<file path="src/rtl/id_stage_hs.sv">
// rtl/id_stage_hs.sv - RISC-V decode stage with valid/ready handshake and a two-entry skid buffer
module id_stage_hs #(
  parameter int XLEN    = 32,
  parameter int SHAMT_W = $clog2(XLEN)
) (
  input  logic            clk,
  input  logic            reset_n,
  input  logic            i_valid,
  output logic            o_ready,
  input  logic [XLEN-1:0] i_pc,
  input  logic [31:0]     i_instruction,
  input  logic            i_flush,
  output logic            o_valid,
  input  logic            i_ready,
  output logic [XLEN-1:0] o_pc,
  output logic [4:0]      o_rs1_number,
  output logic [4:0]      o_rs2_number,
  output logic [4:0]      o_rd_number,
  output logic [XLEN-1:0] o_immediate,
  output logic [6:0]      o_func7,
  output logic [2:0]      o_func3,
  output logic [6:0]      o_opcode,
  output logic            o_illegal
);

  localparam logic [6:0] OP_ALU    = 7'b0110011;
  localparam logic [6:0] OP_ALUI   = 7'b0010011;
  localparam logic [6:0] OP_LOAD   = 7'b0000011;
  localparam logic [6:0] OP_STORE  = 7'b0100011;
  localparam logic [6:0] OP_BRANCH = 7'b1100011;
  localparam logic [6:0] OP_JAL    = 7'b1101111;
  localparam logic [6:0] OP_JALR   = 7'b1100111;
  localparam logic [6:0] OP_LUI    = 7'b0110111;
  localparam logic [6:0] OP_AUIPC  = 7'b0010111;
  localparam logic [6:0] F7_ALT    = 7'b0100000;
  // On RV64 the shift amount borrows instr[25]; mask it out of the shift funct7.
  localparam logic [6:0] F7_SH_MASK = 7'(~((32'd1 << (SHAMT_W - 5)) - 32'd1));

  typedef struct packed {
    logic [XLEN-1:0] pc;
    logic [4:0]      rs1;
    logic [4:0]      rs2;
    logic [4:0]      rd;
    logic [XLEN-1:0] imm;
    logic [6:0]      f7;
    logic [2:0]      f3;
    logic [6:0]      op;
    logic            ill;
  } dec_t;

  dec_t dec;
  dec_t out_q;
  dec_t skid_q;
  dec_t shown;
  logic out_valid;
  logic skid_valid;
  logic accept;
  logic xfer;

  logic [6:0]         f7_raw;
  logic [6:0]         f7_sh;
  logic [2:0]         f3_raw;
  logic signed [11:0] imm12_i;
  logic signed [11:0] imm12_s;
  logic signed [12:0] imm13_b;
  logic signed [20:0] imm21_j;
  logic signed [31:0] imm32_u;
  logic [XLEN-1:0]    imm_sh;

  assign f7_raw  = i_instruction[31:25];
  assign f7_sh   = f7_raw & F7_SH_MASK;
  assign f3_raw  = i_instruction[14:12];
  assign imm12_i = i_instruction[31:20];
  assign imm12_s = {i_instruction[31:25], i_instruction[11:7]};
  assign imm13_b = {i_instruction[31], i_instruction[7], i_instruction[30:25],
                    i_instruction[11:8], 1'b0};
  assign imm21_j = {i_instruction[31], i_instruction[19:12], i_instruction[20],
                    i_instruction[30:21], 1'b0};
  assign imm32_u = {i_instruction[31:12], 12'b0};
  assign imm_sh  = XLEN'(i_instruction[20 +: SHAMT_W]);

  always_comb begin
    dec     = '0;
    dec.pc  = i_pc;
    dec.op  = i_instruction[6:0];
    case (i_instruction[6:0])
      OP_ALU: begin
        dec.rs1 = i_instruction[19:15];
        dec.rs2 = i_instruction[24:20];
        dec.rd  = i_instruction[11:7];
        dec.f3  = f3_raw;
        dec.f7  = f7_raw;
        dec.ill = !((f7_raw == 7'b0) ||
                    (f7_raw == F7_ALT && (f3_raw == 3'b000 || f3_raw == 3'b101)));
      end
      OP_ALUI: begin
        dec.rs1 = i_instruction[19:15];
        dec.rd  = i_instruction[11:7];
        dec.f3  = f3_raw;
        if (f3_raw == 3'b001 || f3_raw == 3'b101) begin
          dec.imm = imm_sh;
          dec.f7  = f7_sh;
          dec.ill = !((f7_sh == 7'b0) || (f7_sh == F7_ALT && f3_raw == 3'b101));
        end else begin
          dec.imm = XLEN'(imm12_i);
        end
      end
      OP_LOAD: begin
        dec.rs1 = i_instruction[19:15];
        dec.rd  = i_instruction[11:7];
        dec.f3  = f3_raw;
        dec.imm = XLEN'(imm12_i);
      end
      OP_STORE: begin
        dec.rs1 = i_instruction[19:15];
        dec.rs2 = i_instruction[24:20];
        dec.f3  = f3_raw;
        dec.imm = XLEN'(imm12_s);
      end
      OP_BRANCH: begin
        dec.rs1 = i_instruction[19:15];
        dec.rs2 = i_instruction[24:20];
        dec.f3  = f3_raw;
        dec.imm = XLEN'(imm13_b);
        dec.ill = (f3_raw == 3'b010) || (f3_raw == 3'b011);
      end
      OP_JAL: begin
        dec.rd  = i_instruction[11:7];
        dec.imm = XLEN'(imm21_j);
      end
      OP_JALR: begin
        dec.rs1 = i_instruction[19:15];
        dec.rd  = i_instruction[11:7];
        dec.f3  = f3_raw;
        dec.imm = XLEN'(imm12_i);
        dec.ill = (f3_raw != 3'b000);
      end
      OP_LUI, OP_AUIPC: begin
        dec.rd  = i_instruction[11:7];
        dec.imm = XLEN'(imm32_u);
      end
      default: dec.ill = 1'b1;
    endcase
  end

  assign accept = i_valid && o_ready;
  assign xfer   = out_valid && i_ready;

  // Skid only fills while out is stalled, so skid_valid implies out_valid.
  always_ff @(posedge clk or negedge reset_n) begin
    if (!reset_n) begin
      out_valid  <= 1'b0;
      skid_valid <= 1'b0;
      out_q      <= '0;
      skid_q     <= '0;
    end else if (i_flush) begin
      out_valid  <= 1'b0;
      skid_valid <= 1'b0;
    end else if (!out_valid || xfer) begin
      if (skid_valid) begin
        out_q      <= skid_q;
        out_valid  <= 1'b1;
        skid_valid <= 1'b0;
      end else if (accept) begin
        out_q     <= dec;
        out_valid <= 1'b1;
      end else begin
        out_valid <= 1'b0;
      end
    end else if (accept) begin
      skid_q     <= dec;
      skid_valid <= 1'b1;
    end
  end

  assign shown        = out_valid ? out_q : '0;
  assign o_ready      = !skid_valid;
  assign o_valid      = out_valid;
  assign o_pc         = shown.pc;
  assign o_rs1_number = shown.rs1;
  assign o_rs2_number = shown.rs2;
  assign o_rd_number  = shown.rd;
  assign o_immediate  = shown.imm;
  assign o_func7      = shown.f7;
  assign o_func3      = shown.f3;
  assign o_opcode     = shown.op;
  assign o_illegal    = shown.ill;

endmodule
</file>
<file path="config.mk">
export PLATFORM = sky130hd
export DESIGN_NAME = id_stage_hs
export DESIGN_NICKNAME = d
export VERILOG_FILES = /design/src/rtl/id_stage_hs.sv
export SDC_FILE = /design/constraint.sdc
export NUM_CORES = 1
export LEC_CHECK = 0
export ABC_CLOCK_PERIOD_IN_PS = 2500
export BUFFER_PORTS_ARGS = -buffer_cell sky130_fd_sc_hd__buf_2
export CAP_MARGIN = 20
export CELL_PAD_IN_SITES_DETAIL_PLACEMENT = 0
export CELL_PAD_IN_SITES_GLOBAL_PLACEMENT = 1
export CORE_AREA = 5 5 182 184
export CTS_BUF_LIST = sky130_fd_sc_hd__clkbuf_4
export DETAILED_ROUTE_END_ITERATION = 8
export DIE_AREA = 0 0 187 189
export PLACE_DENSITY = 0.69
export SETUP_SLACK_MARGIN = 0.2
export SLEW_MARGIN = 10
export SYNTH_ARGS = -nofsm -noshare
export SYNTH_HDL_FRONTEND = slang
export SYNTH_SLANG_ARGS = --single-unit
</file>
<file path="constraint.sdc">
create_clock -name clk -period 2.5 [get_ports clk]
set_input_delay 0.5 -clock clk [delete_from_list [all_inputs] [get_ports clk]]
set_output_delay 0.5 -clock clk [all_outputs]
set_load 0.01 [all_outputs]
</file>
==> summary.txt, run 1 <==
final WL - 28.56 mm
Lkg Pwr - 5.126 nW
synth top area cells - dfrtp_1 53%, nand2_1 10%, and2_1 6.7%
Root Driver - clkbuf_4
die height - 189 um
final worst-path cycle share - 88.31%
Die Wd - 187 um
via count - 7,585
max_cap viols - 0
WS Path Type - reg -> out
status - complete, no violations
DP Cell Count - 1,540
final hold viol count - 0
PortBufs - 167
final core occ - 35.08%
Initial Util - 29.60%
design area - 10,950 um^2
Row Count - 65
Multi-input gate area - 3990 um^2
final net count - 1,235
buffers from clock root to sink, at most - 2
final max-slew violation count - 0
Reg clk slew, reported paths - 0.18 ns
hpwl dp - 18.46 mm
power per cell area - 607.5 nW/um^2
Fillers - 3,288
Syn Nets - 1,096
routability cong. - 0.8219
global-route wire length before repair - 43.66 mm
detailed-route vias per instance - 4.789
vias in the first global route - 7,628
critical path required time - 2.00 ns
Critical Path Fanout Max - 13
TritonCTS clock tree - built
CP Launch Type - register
max incr delay on CP - 0.49 ns
Inserted Clock Buffers - 17
CP arrival - 1.71 ns
min cycle time layout - 2.208 ns
Yosys warnings - 0
clock latency at the later pin of the worst-skew pair - 0.59 ns
worst min path class - in -> reg
post-route insts no fill - 1,584
Post-synth EDFFs - 0
grt total ovfl - 0
final setup fails - 0
worst setup skew after layout - 0.02045 ns
Synth Area per Inst - 9.002 um^2
routed len/inst - 18.03 um
Worst VDD drop - 0.0002290 V
worst path cell trace - buf_4 -> buf_16 -> and2_1 -> buf_2
post-synth design cell area - 9245 um^2
layout cells sized above 1 - 21.22%
post-synthesis sequential area ratio - 53.05%
max frequency - 452.9 MHz
Placed Instance Area - 10,500 um^2
RSZ-0062 raised after global routing - true
top cell type's share of synthesized area - 53.05%
area leader, netlist - dfrtp_1
CP endpoint kind - output port
CP max-delay cell - dfrtp_2
GRT Total Usage - 15.34%
Remaining DRCs - 0
die area - 35,340 um^2
TNS Setup - 0 ns
pin count of the biggest net entering global routing - 110
post-synth cell types - 47
Sink Count - 196
first drt pass iteration count - 7
Async SR Flop Fraction - 100.0%
Seq. cell area - 4910 um^2
H-tree depth - 4
Layout area overhead - 18.49%
actual slew at the worst max-slew pin - 0.9373 ns
predominant post-synthesis flop cell - dfrtp_1
core box area - 31,230 um^2
post-route ant nets - 0
1st-iter DRT viols - 716
Seq cells post-synth - 196
relative slew slack - 37.51%
initial antenna violation count - 6
cells after synthesis - 1,027
Top Ports - 168
## kinds of logic (layout without fill, tap and decap cells)
family	count (synthesis)	after routing	share of synthesized area, %
AOI/OAI and AO/OA	234	234	14.55
other	0	4	0
DFF	196	196	53.05
xor gates and xnor gates	1	1	0.09475
and+or+nand+nor	469	469	23.79
muxes	40	40	4.344
buffers and inverters	87	238	4.168
## Yosys cell counts (all sizes together), types with 2 or more instances
library cell  count
or3              24
nand3b            2
a31oi            10
nor4              2
nor3              4
o211ai           17
nand3            26
a21oi            76
a22oi             4
o31ai             6
o21a             15
nor3b             2
nor2             41
nor2b             2
nand2           254
nand2b            3
clkbuf           46
buf              31
inv              10
and2             99
dfrtp           196
and3              8
o21ai            96
o22ai             3
mux2i            39
## flip-flops by register name, indices dropped and copies added, names as in the netlist
register,flops
skid_q,97
o_valid,1
out_q,97
skid_valid,1
## layout by cell type, fill, tap and decap left out, types with 3 or more instances in the layout
master and instances:
nand2_1 254, dfrtp_1 194, buf_2 166, o21ai_0 95, and2_1 94, a21oi_1 73, nor2_1 41, mux2i_1 39
nand3_1 25, or3_1 23, o211ai_1 17, clkbuf_4 17, o21a_1 15, buf_4 14, inv_1 10, a31oi_1 9
and3_1 7, clkinv_4 7, buf_12 7, o31ai_1 6, and2_4 5, diode_2 4, a22oi_1 4, buf_6 4
nand2b_1 3, o22ai_1 3, a21oi_2 3, clkbuf_16 3
## report_power, final
group	switching (mW)	leakage [nW]	internal (mW)
registers	0.246	2.48	3.64
clock network	1.18	0.135	0.421
logic	0.681	2.51	0.495
## final timing paths
check / startpoint / to / slack, ns / depth (start not counted)
min in group asynchronous: reset_n / skid_q[70]$_DFFE_PN0P_ / 0.38 / 2
max in group asynchronous: reset_n / out_q[48]$_DFFE_PN0P_ / 1.33 / 3
setup reg to reg: o_valid$_DFFE_PN0N_ / out_q[46]$_DFFE_PN0P_ / 0.35 / 6
hold reg to reg: out_q[92]$_DFFE_PN0P_ / out_q[92]$_DFFE_PN0P_ / 0.49 / 2
hold / removal: i_pc[1] / skid_q[66]$_DFFE_PN0P_ / 0.09 / 3
setup / recovery: o_valid$_DFFE_PN0N_ / o_immediate[11] / 0.29 / 4
## routing by layer
layer,up-vias,wire [um],track usage [%]
li1,3706,-,-
met1,3686,13210,20.84
met2,159,13630,25.11
met3,32,1156,2.931
met4,2,552,4.494
met5,-,9,0
## stage by stage
stage | setup slack (ns) | hold WS (ns) | power [mW]
6_report | 0.2922 | 0.09440 | 6.654
5_1_grt | 0.1937 | 0.06418 | 7.078
4_1_cts | 0.1988 | 0.04745 | 6.699
3_5_place_dp | 0.006310 | 0.4619 | 5.084
3_3_place_gp | 0.05675 | 0.4539 | 5.052
2_1_floorplan | 0.6543 | 0.2044 | 4.562
## final cells by class
class                   instances  area share [%]
diodes                          4         0.09138
clock buffers                  17           1.165
clock inverters                14           1.176
inverters                      10          0.3427
multi-input cells             744           36.42
flip-flops and latches        196           44.82
well taps                     402           4.592
repair buffers                197           11.39
## worst max-delay path: cells and delay by family (launching register included)
kind / cells / cell delay [ns]
buf+inv: 3 / 0.46
flops: 1 / 0.49
simple gates: 1 / 0.17
## what timing repair did
action / 4_1_cts / 5_1_grt
gates cloned: 0 / 6
hold buffers: 1 / 0
buffers inserted: 0 / 2
endpoints found under the setup margin: 98 / 49
endpoints found under the hold margin: 44 / 0
gates resized for setup: 4 / 7
(Power assumes the default switching activity.)
==> inputs of run 2 (changes only) <==
--- a/config.mk
+++ b/config.mk
@@ -5,16 +5,17 @@
 export SDC_FILE = /design/constraint.sdc
 export NUM_CORES = 1
 export LEC_CHECK = 0
+export ABC_AREA = 1
 export ABC_CLOCK_PERIOD_IN_PS = 2500
 export BUFFER_PORTS_ARGS = -buffer_cell sky130_fd_sc_hd__buf_2
 export CAP_MARGIN = 20
 export CELL_PAD_IN_SITES_DETAIL_PLACEMENT = 0
 export CELL_PAD_IN_SITES_GLOBAL_PLACEMENT = 1
-export CORE_AREA = 5 5 182 184
+export CORE_AREA = 5 5 188 190
 export CTS_BUF_LIST = sky130_fd_sc_hd__clkbuf_4
 export DETAILED_ROUTE_END_ITERATION = 8
-export DIE_AREA = 0 0 187 189
-export PLACE_DENSITY = 0.69
+export DIE_AREA = 0 0 193 195
+export PLACE_DENSITY = 0.71
 export SETUP_SLACK_MARGIN = 0.2
 export SLEW_MARGIN = 10
 export SYNTH_ARGS = -nofsm -noshare
==> summary.txt, run 2 <==
max incr delay on CP - 0.53 ns (+0.04 ns)
Row Count - 67 (+3.1%)
critical path required time - 2.00 ns (about the same)
relative slew slack - 51.70% (+14 points)
met3 Use GR - 2.768% (-0.16 points)
min cycle time layout - 2.255 ns (+0.04689 ns)
r2r worst-path depth - 9 (+3)
vias in the first global route - 8,692 (+14%)
CP Launch Type - register
final core occ - 35.98% (+0.90 points)
most common cell after layout, fill and taps aside - nand2_1
Lkg Pwr - 7.180 nW (+40%)
pin count of the biggest net entering global routing - 119 (+8.2%)
Root Driver - clkbuf_4
max frequency - 443.5 MHz (-2.1%)
Worst VDD drop - 0.0002590 V (+13%)
1st-iter DRT viols - 685 (-4.3%)
post-synth cell types - 23 (-51%)
status - complete, no violations
initial antenna violation count - 6 (unchanged)
H-tree depth - 4 (unchanged)
WS Path Type - reg -> out
power per cell area - 585.0 nW/um^2 (-3.7%)
biggest registers after layout - out_q (97), skid_q (97)
most frequent cell after synthesis - nand2_1
final WL - 32.71 mm (+15%)
worst min path class - in -> reg
Yosys warnings - 0 (unchanged)
final hold viol count - 0 (unchanged)
buffers from clock root to sink, at most - 2 (unchanged)
M1 GR Usage - 23.42% (+2.6 points)
RSZ-0062 raised after global routing - true
Initial Util - 29.74% (+0.13 points)
CP arrival - 1.75 ns (+0.04 ns)
final max-slew violation count - 0 (unchanged)
final setup fails - 0 (unchanged)
Async SR Flop Fraction - 100.0% (unchanged)
Syn Nets - 1,446 (+32%)
Synth Area per Inst - 7.187 um^2 (-20%)
post-synth design cell area - 9897 um^2 (+7.1%)
TNS Setup - 0 ns (unchanged)
GR Util met2 - 24.90% (-0.21 points)
Reg clk slew, reported paths - 0.21 ns (+0.03 ns)
routability cong. - 0.8450 (+2.8%)
final total power - 7.005 mW (+5.3%)
predominant post-synthesis flop cell - dfrtp_1
Seq cells post-synth - 196 (unchanged)
detailed-route vias per instance - 4.614 (-3.6%)
PortBufs - 167 (unchanged)
Top Ports - 168 (unchanged)
cells after synthesis - 1,377 (+34%)
top cell type's share of synthesized area - 49.56% (-3.5 points)
post-route ant nets - 0 (unchanged)
post-synthesis sequential area ratio - 49.56% (-3.5 points)
TritonCTS clock tree - built
actual slew at the worst max-slew pin - 0.7238 ns (-0.2136 ns)
die height - 195 um (+3.2%)
CP endpoint kind - output port
clock latency at the later pin of the worst-skew pair - 0.65 ns (+0.06 ns)
core box area - 33,280 um^2 (+6.6%)
Post-synth EDFFs - 0 (unchanged)
layout cells sized above 1 - 18.22% (-3.0 points)
synth top area cells - dfrtp_1 50%, nand2_1 18%, o21ai_0 7.0%
most frequent cells in the layout - 448 x nand2_1, 195 x dfrtp_1, 177 x inv_1, 159 x buf_2, 138 x o21ai_0
busiest layer in global routing - met2
Hold Path Cell Cnt - 3 (unchanged)
max_cap viols - 0 (unchanged)
DP Cell Count - 1,933 (+26%)
Die Wd - 193 um (+3.2%)
post-route insts no fill - 1,981 (+25%)
Placed Instance Area - 11,300 um^2 (+7.6%)
Critical Path Fanout Max - 12 (-1)
routed len/inst - 16.51 um (-8.4%)
Layout area overhead - 20.99%
Inserted Clock Buffers - 17 (unchanged)
Remaining DRCs - 0 (unchanged)
global-route wire length before repair - 48.39 mm (+11%)
hpwl dp - 19.64 mm (+6.4%)
grt total ovfl - 0 (unchanged)
worst path cell trace - buf_12 -> clkbuf_16 -> nand2_1 -> inv_1 -> buf_2
first drt pass iteration count - 5 (-2)
GRT Total Usage - 16.13% (+0.79 points)
final net count - 1,587 (+29%)
die area - 37,640 um^2 (+6.5%)
worst setup skew after layout - 0.03783 ns (+0.01738 ns)
CP max-delay cell - dfrtp_4
design area - 11,970 um^2 (+9.3%)
final worst-path cycle share - 90.19% (+1.9 points)
area leader, netlist - dfrtp_1
commonest cells in the netlist - 471 x nand2_1, 196 x dfrtp_1, 184 x inv_1, 139 x o21ai_0, 101 x nor2_1
via count - 9,141 (+21%)
Sink Count - 196 (unchanged)
## run 2: changes by cell type after synthesis, moves of 30 or more
cell	change
nor2_1	+60
nand3_1	+41
inv_1	+174
nand2_1	+217
o21ai_0	+44
o21ai_1	+30
and2_1	-99
mux2i_1	-39
## run 2: final timing paths
kind,start,endpoint,slack (ns)
worst max-delay path,o_valid$_DFFE_PN0N_,o_rd_number[2],0.25
worst min-delay path,i_instruction[19],skid_q[64]$_DFFE_PN0P_,0.10
min in group asynchronous,reset_n,skid_q[55]$_DFFE_PN0P_,0.39
max in group asynchronous,reset_n,skid_q[65]$_DFFE_PN0P_,1.39
worst min register to register,out_q[40]$_DFFE_PN0P_,out_q[40]$_DFFE_PN0P_,0.50
worst max register to register,o_valid$_DFFE_PN0N_,out_q[54]$_DFFE_PN0P_,0.41
## run 2: area by class of cell
| class | instances | area [um^2] |
|---|---|---|
| diodes | 2 | 5.005 |
| clock inverters | 15 | 138.9 |
| well taps | 448 | 560.5 |
| inverters | 187 | 706.9 |
| multi-input cells | 909 | 4044 |
| clock buffers | 17 | 127.6 |
| flip-flops and latches | 196 | 4908 |
| repair buffers | 207 | 1483 |
| fillers | 3651 | 21310 |
## run 2: cells by family after synthesis
kind of cell / share of synthesized area (%)
and+or+nand+nor: 26.64
buffers and inverters: 10.62
AOI/OAI and AO/OA: 13.19
DFF: 49.56
## run 2: where the power goes
part | leakage [nW] | switching (mW) | internal (mW) | total (mW)
Sequential | 2.53 | 0.265 | 3.65 | 3.92
Clock | 0.139 | 1.28 | 0.440 | 1.72
Combinational | 4.51 | 0.817 | 0.548 | 1.37
Total | 7.18 | 2.36 | 4.64 | 7.01
## run 2: stage by stage
step | setup WS (ns) | hold WS [ns]
2_1_floorplan | 0.6837 | 0.2044
3_3_place_gp | 0.3525 | 0.4525
3_5_place_dp | 0.3119 | 0.4641
4_1_cts | 0.1607 | 0.06153
5_1_grt | 0.1531 | 0.05719
6_report | 0.2453 | 0.1047
## run 2: timing repair
item,in CTS,in global routing
resized for setup,2,47
pin swaps,0,1
gates cloned,1,10
hold buffers,1,0
endpoints found under the hold margin,55,0
setup buffers,0,2
endpoints found under the setup margin,97,67
## run 2: per-layer routing
layer  up-vias  part of all wire (%)  wire (um)
met1      4292                    47      15420
met3        41                   5.0       1640
met4         8                   2.0        654
li1       4567                     -          -
met5         -                  0.12         40
met2       233                    46      14960
## run 2: critical path: cells and delay by family, from the launching register on
| family | cells | cell delay (ns) |
|---|---|---|
| and+or+nand+nor | 1 | 0.08 |
| DFF | 1 | 0.53 |
| buffers and inverters | 4 | 0.54 |
==> inputs of run 3 (changes only) <==
--- a/config.mk
+++ b/config.mk
@@ -11,11 +11,11 @@
 export CAP_MARGIN = 20
 export CELL_PAD_IN_SITES_DETAIL_PLACEMENT = 0
 export CELL_PAD_IN_SITES_GLOBAL_PLACEMENT = 1
-export CORE_AREA = 5 5 188 190
-export CTS_BUF_LIST = sky130_fd_sc_hd__clkbuf_4
+export CORE_AREA = 5 5 164 166
+export CTS_BUF_LIST = sky130_fd_sc_hd__clkbuf_4 sky130_fd_sc_hd__clkbuf_8
 export DETAILED_ROUTE_END_ITERATION = 8
-export DIE_AREA = 0 0 193 195
-export PLACE_DENSITY = 0.71
+export DIE_AREA = 0 0 169 171
+export PLACE_DENSITY = 0.87
 export SETUP_SLACK_MARGIN = 0.2
 export SLEW_MARGIN = 10
 export SYNTH_ARGS = -nofsm -noshare
==> summary.txt, run 3 (synthesis results as in run 2) <==
status - complete, no violations
worst setup skew after layout - 0.01890 ns (-0.01893 ns)
biggest registers after layout - out_q (97), skid_q (97)
first drt pass iteration count - 5 (unchanged)
GRT Total Usage - 19.21% (+3.1 points)
pin count of the biggest net entering global routing - 99 (-17%)
Layout area overhead - 16.98%
PortBufs - 167 (unchanged)
DP Cell Count - 1,826 (-5.5%)
TritonCTS clock tree - built
clock latency at the later pin of the worst-skew pair - 0.48 ns (-0.17 ns)
critical path required time - 2.00 ns (about the same)
relative slew slack - 44.16% (-7.5 points)
Worst VDD drop - 0.0002994 V (+16%)
Die Wd - 169 um (-12%)
buffers from clock root to sink, at most - 2 (unchanged)
grt total ovfl - 0 (unchanged)
RSZ-0062 raised after global routing - false
final max-slew violation count - 0 (unchanged)
initial antenna violation count - 3 (-3)
CP arrival - 1.68 ns (-0.07 ns)
vias in the first global route - 8,609 (-0.95%)
CP endpoint kind - output port
Setup Slack @ Placement - 0.1430 ns (-0.1689 ns)
GR Util met2 - 30.92% (+6.0 points)
via count - 9,046 (-1.0%)
die height - 171 um (-12%)
power per cell area - 626.9 nW/um^2 (+7.2%)
Hold Slack - 0.007426 ns (-0.09729 ns)
max frequency - 459.7 MHz (+3.6%)
final setup fails - 0 (unchanged)
cts hold-fix bufs - 0 (-1)
Row Count - 59 (-12%)
met3 Use GR - 3.604% (+0.84 points)
H-tree depth - 4 (unchanged)
min cycle time layout - 2.175 ns (-0.07924 ns)
die area - 28,900 um^2 (-23%)
max_cap viols - 0 (unchanged)
routed len/inst - 14.83 um (-10%)
actual slew at the worst max-slew pin - 0.8375 ns (+0.1138 ns)
final hold viol count - 0 (unchanged)
CP delay by family, top - buffers and inverters
Top Ports - 168 (unchanged)
Critical path buffers and inverters - 3 (-1)
final net count - 1,580 (-0.44%)
Inserted Clock Buffers - 17 (unchanged)
Reg clk slew, reported paths - 0.11 ns (-0.10 ns)
worst min path class - in -> async
global-route wire length before repair - 44.95 mm (-7.1%)
post-route ant nets - 0 (unchanged)
worst path cell trace - buf_16 -> nand2_1 -> inv_1 -> buf_2
Remaining DRCs - 0 (unchanged)
M1 GR Usage - 27.22% (+3.8 points)
Lkg Pwr - 7.065 nW (-1.6%)
busiest layer in global routing - met2
Root Driver - clkbuf_8
CP max-delay cell - dfrtp_4
routability cong. - 0.8837 (+4.6%)
WS Path Type - reg -> out
layout cells sized above 1 - 16.01% (-2.2 points)
hpwl dp - 18.76 mm (-4.5%)
final worst-path cycle share - 87.02% (-3.2 points)
most common cell after layout, fill and taps aside - nand2_1
final WL - 27.58 mm (-16%)
detailed-route vias per instance - 4.863 (+5.4%)
max incr delay on CP - 0.46 ns (-0.07 ns)
post-route insts no fill - 1,860 (-6.1%)
setup ws final - 0.3245 ns (+0.07924 ns)
most frequent cells in the layout - 470 x nand2_1, 195 x dfrtp_1, 184 x inv_1, 166 x buf_2, 138 x o21ai_0
Critical Path Fanout Max - 98 (+86)
TNS Setup - 0 ns (unchanged)
Initial Util - 38.86% (+9.1 points)
CP Launch Type - register
1st-iter DRT viols - 894 (+31%)
core box area - 25,470 um^2 (-23%)
Sink Count - 196 (unchanged)
[run 3: cell types whose count changed in the layout (fill, tap and decap cells not counted), sizes merged]
cell	delta
clkbuf	-5
clkinv	+5
inv	-2
buf	-1
clkinvlp	-3
dlygate4sd3	-1
diode	-1
[run 3: area by class of cell]
class / instances / area (um^2)
Tap cell: 335 / 419.2
Inverter: 187 / 705.7
Clock inverter: 15 / 196.4
Antenna cell: 1 / 2.502
Timing Repair Buffer: 200 / 1162
Fill cell: 2675 / 13890
Multi-Input combinational cell: 909 / 3949
Sequential cell: 196 / 4908
Clock buffer: 17 / 234.0
[run 3: metal layers]
metal | vias up | share of wire (%)
met5 | - | 0.065
met2 | 310 | 46
li1 | 4539 | -
met3 | 28 | 6.3
met1 | 4165 | 46
met4 | 4 | 1.3
[run 3: path summary, 6_finish.rpt]
check,depth (start not counted),startpoint,slack [ns],to
max,4,o_valid$_DFFE_PN0N_,0.32,o_func7[4]
min,1,reset_n,0.007,out_q[24]$_DFFE_PN0P_
max reg2reg,8,o_valid$_DFFE_PN0N_,0.48,skid_q[61]$_DFFE_PN0P_
min reg2reg,2,skid_q[49]$_DFFE_PN0P_,0.49,skid_q[49]$_DFFE_PN0P_
max in group asynchronous,2,reset_n,1.73,skid_q[94]$_DFFE_PN0P_
min in group clk,3,i_pc[11],0.27,skid_q[76]$_DFFE_PN0P_
[run 3: per-stage QoR]
step	instance area [um^2]	util (%)	power [mW]
final	11580	45.46	7.258
after global placement	11130	43.70	5.115
after floorplan	9897	-	4.662
after global routing	11580	45.46	7.688
after CTS	11560	45.39	7.343
after detailed placement	11130	43.70	5.160
[run 3: timing repair]
item,CTS,global route
setup buffers,0,0
endpoints found under the hold margin,0,0
gates resized for setup,0,1
endpoints found under the setup margin,0,2
[run 3: report_power, final]
part	total, mW	internal (mW)	switching, mW
Combinational	1.19	0.463	0.730
Sequential	3.90	3.65	0.242
Clock	2.17	0.792	1.38
Total	7.26	4.91	2.35
